--- src/rtl/ofmap_serializer_if.sv ---
// Tile-control and pixel/ofmap stream signals for the ofmap serializer.
// master drives tiles and pixels; slave is the serializer itself.
interface ofmap_serializer_if #(
  parameter int OC0      = 4,
  parameter int DATA_WID = 32,
  parameter int CNT_WID  = 16
);
  logic [CNT_WID-1:0]      tile_pix;
  logic                    tile_start;
  logic                    busy;
  logic                    tile_done;
  logic [OC0*DATA_WID-1:0] pix_dat;
  logic                    pix_vld;
  logic                    pix_rdy;
  logic [DATA_WID-1:0]     ofmap_dat;
  logic                    ofmap_vld;
  logic                    ofmap_rdy;

  modport master (
    output tile_pix, tile_start, pix_dat, pix_vld, ofmap_rdy,
    input  busy, tile_done, pix_rdy, ofmap_dat, ofmap_vld
  );

  modport slave (
    input  tile_pix, tile_start, pix_dat, pix_vld, ofmap_rdy,
    output busy, tile_done, pix_rdy, ofmap_dat, ofmap_vld
  );
endinterface

--- src/rtl/ofmap_serializer.sv ---
// Buffers whole pixel vectors in a small FIFO and emits them one channel word per cycle.
// Channel 0 appears the cycle after a pixel lands; pix_rdy depends only on registered state.
module ofmap_serializer #(
  parameter int OC0        = 4,
  parameter int DATA_WID   = 32,
  parameter int CNT_WID    = 16,
  parameter int FIFO_DEPTH = 2
) (
  input  logic              clk,
  input  logic              rst_n,
  ofmap_serializer_if.slave io
);
  localparam int PTR_W = (FIFO_DEPTH > 1) ? $clog2(FIFO_DEPTH) : 1;
  localparam int OCC_W = $clog2(FIFO_DEPTH + 1);
  localparam int OC_W  = (OC0 > 1) ? $clog2(OC0) : 1;

  typedef logic [OC0-1:0][DATA_WID-1:0] pix_t;
  typedef enum logic [1:0] {IDLE, STREAM, DONE} state_t;

  state_t             state_q, state_d;
  logic [CNT_WID-1:0] tile_pix_q, tile_pix_d;
  logic [CNT_WID-1:0] in_cnt_q, in_cnt_d;
  logic [CNT_WID-1:0] out_cnt_q, out_cnt_d;
  logic [OC_W-1:0]    oc_cnt_q, oc_cnt_d;
  logic [PTR_W-1:0]   wr_ptr_q, wr_ptr_d;
  logic [PTR_W-1:0]   rd_ptr_q, rd_ptr_d;
  logic [OCC_W-1:0]   occ_q, occ_d;
  pix_t               mem_q [FIFO_DEPTH];

  logic fifo_full, fifo_empty, pix_rdy_w, ofmap_vld_w;
  logic push, out_xfer, last_ch, pop;
  pix_t head;

  function automatic logic [PTR_W-1:0] ptr_inc(input logic [PTR_W-1:0] p);
    return (p == PTR_W'(FIFO_DEPTH - 1)) ? '0 : p + PTR_W'(1);
  endfunction

  assign fifo_full   = (occ_q == OCC_W'(FIFO_DEPTH));
  assign fifo_empty  = (occ_q == '0);
  // Full FIFO keeps pix_rdy low even if the head pops this cycle: no ofmap_rdy bypass.
  assign pix_rdy_w   = (state_q == STREAM) && !fifo_full && (in_cnt_q < tile_pix_q);
  assign ofmap_vld_w = (state_q == STREAM) && !fifo_empty;
  assign head        = mem_q[rd_ptr_q];

  assign push     = io.pix_vld && pix_rdy_w;
  assign out_xfer = ofmap_vld_w && io.ofmap_rdy;
  assign last_ch  = (oc_cnt_q == OC_W'(OC0 - 1));
  assign pop      = out_xfer && last_ch;

  assign io.pix_rdy   = pix_rdy_w;
  assign io.ofmap_vld = ofmap_vld_w;
  assign io.ofmap_dat = ofmap_vld_w ? head[oc_cnt_q] : '0;
  assign io.busy      = (state_q != IDLE);
  assign io.tile_done = (state_q == DONE);

  always_comb begin
    state_d    = state_q;
    tile_pix_d = tile_pix_q;
    in_cnt_d   = in_cnt_q;
    out_cnt_d  = out_cnt_q;
    oc_cnt_d   = oc_cnt_q;
    wr_ptr_d   = wr_ptr_q;
    rd_ptr_d   = rd_ptr_q;
    occ_d      = occ_q;
    case (state_q)
      IDLE: begin
        if (io.tile_start && (io.tile_pix != '0)) begin
          tile_pix_d = io.tile_pix;
          in_cnt_d   = '0;
          out_cnt_d  = '0;
          oc_cnt_d   = '0;
          wr_ptr_d   = '0;
          rd_ptr_d   = '0;
          occ_d      = '0;
          state_d    = STREAM;
        end
      end
      STREAM: begin
        if (push) begin
          wr_ptr_d = ptr_inc(wr_ptr_q);
          in_cnt_d = in_cnt_q + CNT_WID'(1);
        end
        if (out_xfer) begin
          oc_cnt_d = last_ch ? '0 : oc_cnt_q + OC_W'(1);
          if (last_ch) begin
            rd_ptr_d  = ptr_inc(rd_ptr_q);
            out_cnt_d = out_cnt_q + CNT_WID'(1);
            if (out_cnt_q == tile_pix_q - CNT_WID'(1)) begin
              state_d = DONE;
            end
          end
        end
        case ({push, pop})
          2'b10:   occ_d = occ_q + OCC_W'(1);
          2'b01:   occ_d = occ_q - OCC_W'(1);
          default: occ_d = occ_q;
        endcase
      end
      DONE:    state_d = IDLE;
      default: state_d = IDLE;
    endcase
  end

  always_ff @(posedge clk or negedge rst_n) begin
    if (!rst_n) begin
      state_q    <= IDLE;
      tile_pix_q <= '0;
      in_cnt_q   <= '0;
      out_cnt_q  <= '0;
      oc_cnt_q   <= '0;
      wr_ptr_q   <= '0;
      rd_ptr_q   <= '0;
      occ_q      <= '0;
    end else begin
      state_q    <= state_d;
      tile_pix_q <= tile_pix_d;
      in_cnt_q   <= in_cnt_d;
      out_cnt_q  <= out_cnt_d;
      oc_cnt_q   <= oc_cnt_d;
      wr_ptr_q   <= wr_ptr_d;
      rd_ptr_q   <= rd_ptr_d;
      occ_q      <= occ_d;
    end
  end

  always_ff @(posedge clk or negedge rst_n) begin
    if (!rst_n) begin
      for (int i = 0; i < FIFO_DEPTH; i++) begin
        mem_q[i] <= '0;
      end
    end else if (push) begin
      mem_q[wr_ptr_q] <= io.pix_dat;
    end
  end
endmodule

--- src/flat_wrapper.sv ---
// flat-port wrapper written by rule: the top's interface ports become plain ports
module ofmap_serializer_flat 
#(
  parameter int OC0        = 4,
  parameter int DATA_WID   = 32,
  parameter int CNT_WID    = 16,
  parameter int FIFO_DEPTH = 2
)
  (clk, rst_n, io_tile_pix, io_tile_start, io_pix_dat, io_pix_vld, io_ofmap_rdy, io_busy, io_tile_done, io_pix_rdy, io_ofmap_dat, io_ofmap_vld);
  ofmap_serializer_if #(.OC0(OC0), .DATA_WID(DATA_WID), .CNT_WID(CNT_WID)) io_i ();
  input  logic clk;
  input  logic rst_n;
  input wire logic [$bits(io_i.tile_pix)-1:0] io_tile_pix;
  input wire logic [$bits(io_i.tile_start)-1:0] io_tile_start;
  input wire logic [$bits(io_i.pix_dat)-1:0] io_pix_dat;
  input wire logic [$bits(io_i.pix_vld)-1:0] io_pix_vld;
  input wire logic [$bits(io_i.ofmap_rdy)-1:0] io_ofmap_rdy;
  output wire logic [$bits(io_i.busy)-1:0] io_busy;
  output wire logic [$bits(io_i.tile_done)-1:0] io_tile_done;
  output wire logic [$bits(io_i.pix_rdy)-1:0] io_pix_rdy;
  output wire logic [$bits(io_i.ofmap_dat)-1:0] io_ofmap_dat;
  output wire logic [$bits(io_i.ofmap_vld)-1:0] io_ofmap_vld;
  assign io_i.tile_pix = io_tile_pix;
  assign io_i.tile_start = io_tile_start;
  assign io_i.pix_dat = io_pix_dat;
  assign io_i.pix_vld = io_pix_vld;
  assign io_i.ofmap_rdy = io_ofmap_rdy;
  assign io_busy = io_i.busy;
  assign io_tile_done = io_i.tile_done;
  assign io_pix_rdy = io_i.pix_rdy;
  assign io_ofmap_dat = io_i.ofmap_dat;
  assign io_ofmap_vld = io_i.ofmap_vld;
  ofmap_serializer #(.OC0(OC0), .DATA_WID(DATA_WID), .CNT_WID(CNT_WID), .FIFO_DEPTH(FIFO_DEPTH)) u_core (.clk(clk), .rst_n(rst_n), .io(io_i));
endmodule
--- config.mk ---
export PLATFORM = sky130hd
export DESIGN_NAME = ofmap_serializer_flat
export DESIGN_NICKNAME = d
export VERILOG_FILES = /design/src/rtl/ofmap_serializer_if.sv /design/src/rtl/ofmap_serializer.sv /design/src/flat_wrapper.sv
export SDC_FILE = /design/constraint.sdc
export NUM_CORES = 1
export LEC_CHECK = 0
export BUFFER_PORTS_ARGS = -buffer_cell sky130_fd_sc_hd__buf_2
export CAP_MARGIN = 20
export CORE_AREA = 5 5 233 235
export CTS_BUF_LIST = sky130_fd_sc_hd__clkbuf_16
export DETAILED_ROUTE_END_ITERATION = 8
export DIE_AREA = 0 0 238 240
export PLACE_DENSITY_LB_ADDON = 0.1
export SYNTH_ARGS = -nofsm -noshare
export SYNTH_HDL_FRONTEND = slang
export SYNTH_SLANG_ARGS = --single-unit
--- constraint.sdc ---
create_clock -name clk -period 3.2 [get_ports clk]
set_clock_uncertainty 0.05 [all_clocks]
set_input_delay 0.32 -clock clk [delete_from_list [all_inputs] [get_ports clk]]
set_output_delay 0.32 -clock clk [all_outputs]
set_load 0.02 [all_outputs]
; ---- After elaboration in Yosys (flattened, before gate mapping)
; Cells that the tools add are included.
[word_totals]
regBits = 312
inputBits = 149
output_inout_bits = 36
elab_cells = 99
[classes]
addsub = 8
n_lt_le_gt_ge = 5
eq_ne = 13
mux = 34
n_bitwise = 2
n_reduce_logical = 21
[op_table]
columns = operator, count
row1 = $mux 128, 4
row2 = $bwmux 256, 1
row3 = $demux 128 s1, 1
row4 = $bmux 32 s2, 1
row5 = $mux 16, 4
row6 = $mux 32, 2
row7 = $pmux 16 s2, 2
row8 = $add 16x1->16 const B, 2
row9 = $eq 16x16->1, 1
row10 = $lt 16x16->1, 1
row11 = $pmux 2 s2, 4
row12 = $reduce_bool 16->1, 1
row13 = $sub 16x1->16 const B, 1
row14 = $mux 2, 7
row15 = $reduce_and 3->1, 3
row16 = $eq 2x2->1 const B, 4
row17 = $logic_and 1x1->1, 8
row18 = $ne 2x1->1 const B, 4
row19 = $reduce_and 4->1, 2
row20 = $mux 1, 6
row21 = $add 2x1->2 const B, 2
row22 = $eq 2x1->1 const B, 2
row23 = $ge 2x2->1 const B, 2
row24 = $logic_not 2->1, 2
row25 = other kinds (11), 16

; ---- Depth between registers and ports, before layout
[logic_depth]
ltp_word = 8
ltp_mapped = 11
ltp_nobuf = 11

; ---- Worst setup path before layout
; Ideal clock, no wire load.
[synth_path]
path_kind = reg-to-reg
start = register u_core.tile_pix_q[11]
end = register u_core.mem_q[143] in the netlist's numbering
setup_ns = 0.125
arrival_time_ns = 2.513
required_time_ns = 3.025
slack_ns = 0.512
stages_incl_launch_ff = 11
n_path_buf = 2
period_less_slack_ns = 2.688
cell_sequence = dfrtp_1 inv_1 ha_1 a21oi_1 o21ai_0 a2111oi_4 nand2_2 or2_4 buf_6 buf_6 mux2_4
[synth_via]
elab_chain_cells = 3
[synth_rtl]
columns = item, line_no
row1 = from (decl), ofmap_serializer.sv:21  ; logic [CNT_WID-1:0] tile_pix_q, tile_pix_d;
row2 = from (signal assigned), ofmap_serializer.sv:116  ; tile_pix_q <= tile_pix_d;
row3 = $lt 16x16->1, ofmap_serializer.sv:41  ; assign pix_rdy_w = (state_q == STREAM) && !fifo_full && (in_cnt_q < tile_pix_q);
row4 = $logic_and 1x1->1, ofmap_serializer.sv:41
row5 = $logic_and 1x1->1, ofmap_serializer.sv:45  ; assign push = io.pix_vld && pix_rdy_w;
row6 = "to (signal, indexed assignment)", ofmap_serializer.sv:132  ; mem_q[wr_ptr_q] <= io.pix_dat;
row7 = to (decl), ofmap_serializer.sv:28  ; pix_t mem_q [FIFO_DEPTH];
; No other way between the ends.
; A chain may end at the register's enable or synchronous reset.

; ---- Worst setup path in the final report
[layout_path]
start = register u_core.rd_ptr_q
end = output port io_ofmap_dat[8]
[layout_via]
elab_chain_cells = 7
[layout_rtl]
columns = item, line_no
row1 = from (decl), ofmap_serializer.sv:26  ; logic [PTR_W-1:0] rd_ptr_q, rd_ptr_d;
row2 = from (signal assigned), ofmap_serializer.sv:121  ; rd_ptr_q <= rd_ptr_d;
row3 = $not 1->2 (not written as such), ofmap_serializer.sv:43  ; assign head = mem_q[rd_ptr_q];
row4 = $mux 128 (not written as such) (3 in series), ofmap_serializer.sv:43
row5 = $bmux 32 s2, ofmap_serializer.sv:52  ; assign io.ofmap_dat = ofmap_vld_w ? head[oc_cnt_q] : '0;
row6 = $mux 32 (not written as such), ofmap_serializer.sv:52
row7 = $mux 32, ofmap_serializer.sv:52
row8 = to (decl), flat_wrapper.sv:21  ; output wire logic [$bits(io_i.ofmap_dat)-1:0] io_ofmap_dat;
; No other way between the ends. The select of a mux whose other input is x is not followed.

==> results.toml <==
[setup_path]
worstPathArrival_ns = 2.61
crit_type = "reg -> out"
critPathMaxFanout = 24
critical_path_required_ns = 2.83
cp-end-kind = "output port"
critPathLaunchType = "flop"
reg2reg_depth = 9

[grt]
grt_pass1_wl_um = 66400
grt_overflow = 0
track_usage_pct = 14.6
grt_start_max_net_pins = 80
grt_pass1_vias = 11200
antenna_found_initial = 3

[synthesis]
async_flop_share_pct = 100
syn_area_um2 = 15400
syn_inst = 1096
synth_top_flop_cell = "dfrtp_1"
synth.ff_latch_count = 312
yosys_warnings = 0
synth_cell_types = 49
synth.yosys.seq_area_share_pct = 50.7
syn_area_per_cell_um2 = 14.1
syn_nets = 1265
synth_edf_count = 0

[pwr]
pwr-share-clk_pct = 21.5
p_int_w = 0.0128
vdd_drop_max_v = 0.000551
power.share.combinational_pct = 42.6
p_per_area_nw_per_um2 = 964
p_sw_w = 0.00645
pwr-share-seq_pct = 36.0
power.leakage_nw = 8.96
swShare_pct = 33.5

[detailed_routing]
first_pass_iters = 4
via_per_inst = 4.70
drt-initial-drc-count = 438
via_count = 10100
wl_um = 41600
drc_errors = 0
ant_nets = 0
post_drt_wl_per_cell_um = 19.3

[clocking]
cts_root_buf = "clkbuf_16"
cts_tree = "built"
post-cts-setup-buffers = 0
htreeDepth = 2
cts_resized = 0
clock_latency_ns = 0.55
path_clk_slew_ns = 0.05
cts.sinks = 312
clockBufferDepth = 3
ctsHoldBuffers = 146
numCtsBuffers = 41

[die]
ios = 185
initial_utilization_pct = 29.6
core-area_um2 = 52000
die_w_um = 238
die_area_um2 = 57100
fp.dieH_um = 240
num_rows = 84

[timing]
drv_slew = 0
whs_ns = 0.189
min_period_over_period_pct = 93.1
fmax_ghz = 0.336
post-route-min-period_ns = 2.98
setup_viol = 0
grt_setup_unrepaired = "no"
fin_ws_ns = 0.219
hold_viol_final = 0
tightestPinTransition_ns = 0.715
fin_tns_setup_ns = 0
maxSlewHeadroom_pct = 52.3

[cells_and_area]
nNetsFinal = 1610
drive_above_1_share_pct = 40.9
fillCellCount = 5050
syn_to_final_growth_pct = 29.6
final_cell_mix = "dfrtp_1, buf_2, mux2_2, dlygate4sd3_1, mux2_4"
layout_commonest_cell = "dfrtp_1"
post-route-util_pct = 38.4
fin_area_um2 = 20000

[place]
pre_cts_ws_ns = 0.277
gp_congestion = 0.780
portBuffers = 184
dp_hpwl_um = 27400
place_area_um2 = 17300

[status]
status = "completed"

[job]
cap_violations = 0

[worst_hold_path]
hold_path_class = "in -> reg"
holdPathStages = 5
-- final timing paths --
check | slack, ns | end | start
worst max-delay path | 0.22 | io_ofmap_dat[8] | u_core.rd_ptr_q
worst min-delay path | 0.19 | u_core.state_q[0] | io_tile_start
worst max register to register | 0.29 | u_core.mem_q[187] | u_core.tile_pix_q[11]
worst min register to register | 0.45 | u_core.mem_q[60] | u_core.mem_q[60]
min in group asynchronous | 0.34 | u_core.out_cnt_q[10] | rst_n
max in group asynchronous | 1.85 | u_core.mem_q[81] | rst_n
-- power groups by stage --
stage | Clock (W) | Combinational, W | Sequential, W
after floorplan | 0 | 0.00633 | 0.00641
after global placement | 0 | 0.00813 | 0.00697
after detailed placement | 0 | 0.00823 | 0.00697
after CTS | 0.00433 | 0.00838 | 0.00694
after global routing | 0.00448 | 0.00887 | 0.00717
final | 0.00413 | 0.00819 | 0.00693
-- metrics by stage --
step                      instances  total power, W
after CTS                      2155          0.0196
after detailed placement       1940          0.0152
after global placement         1940          0.0151
final                          2157          0.0193
after floorplan                1096          0.0127
after global routing           2157          0.0205
-- cells in the mapped netlist (all sizes together), types with 2 or more instances --
cell	count	area, µm²
a41oi	2	17.5
buf	40	268
dfrtp	312	7810
o31ai	8	60.1
a311oi	2	17.5
nor3b	6	45.0
xor2	12	105
nand2b	5	31.3
and3	8	50.1
nand3	14	70.1
nor4	8	50.1
nand4	9	56.3
a21oi	20	100
or3	5	31.3
nor2b	2	12.5
mux4	64	1440
xnor2	25	219
inv	23	86.3
clkbuf	24	90.1
nor3	13	65.1
o21ai	35	175
a211oi	2	15.0
o211ai	4	30.0
and2	5	31.3
ha	20	250
and4	3	26.3
or4	6	45.0
a2111oi	2	36.3
mux2i	32	320
mux2	257	3300
nand2	55	209
nor4b	3	26.3
nor2	60	225
-- registers in the layout (all words and copies together) (netlist names) --
| register | flops |
|---|---|
| u_core.tile_pix_q | 16 |
| u_core.state_q | 2 |
| u_core.oc_cnt_q | 2 |
| u_core.mem_q | 256 |
| u_core.in_cnt_q | 16 |
| u_core.occ_q | 2 |
| u_core.rd_ptr_q | 1 |
| u_core.wr_ptr_q | 1 |
| u_core.out_cnt_q | 16 |
-- per-layer routing --
layer | vias up | GRT usage, % | share of wire (%) | wire (µm)
li1 | 4703 | - | - | -
met1 | 5220 | 20.2 | 47 | 19500
met2 | 165 | 24.2 | 47 | 19700
met3 | 50 | 3.01 | 4.1 | 1710
met4 | 2 | 2.87 | 1.6 | 651
met5 | - | 0 | 0.017 | 7
-- layout make-up --
| class | instances | area, µm² | share of cell area [%] |
|---|---|---|---|
| Sequential cell | 312 | 7820 | 39.1 |
| Multi-Input combinational cell | 697 | 7190 | 36.0 |
| Timing Repair Buffer | 366 | 2840 | 14.2 |
| Clock buffer | 41 | 1030 | 5.14 |
| Tap cell | 688 | 861 | 4.31 |
| Clock inverter | 28 | 151 | 0.758 |
| Inverter | 23 | 86.3 | 0.432 |
| Antenna cell | 2 | 5.00 | 0.0251 |
-- cells by family (layout without fill, tap and decap cells) --
logic type      count (synthesis)  in the layout  share of synthesized area, %
compound gates                 82             82                          3.38
xor+xnor                       37             37                          2.10
fa+ha+maj                      20             20                          1.62
buf+inv                        87            458                          2.88
flops                         312            312                          50.7
mux                           353            353                          32.9
other cells                     0              2                             0
simple gates                  205            205                          6.49
-- critical path, stage by stage (launching register included) --
cell	delay [ns]
dfrtp_4	0.79
buf_4	0.27
mux4_2	0.53
mux2i_1	0.16
nor2_1	0.07
buf_2	0.19
Power figures use the tool's default switching activity.
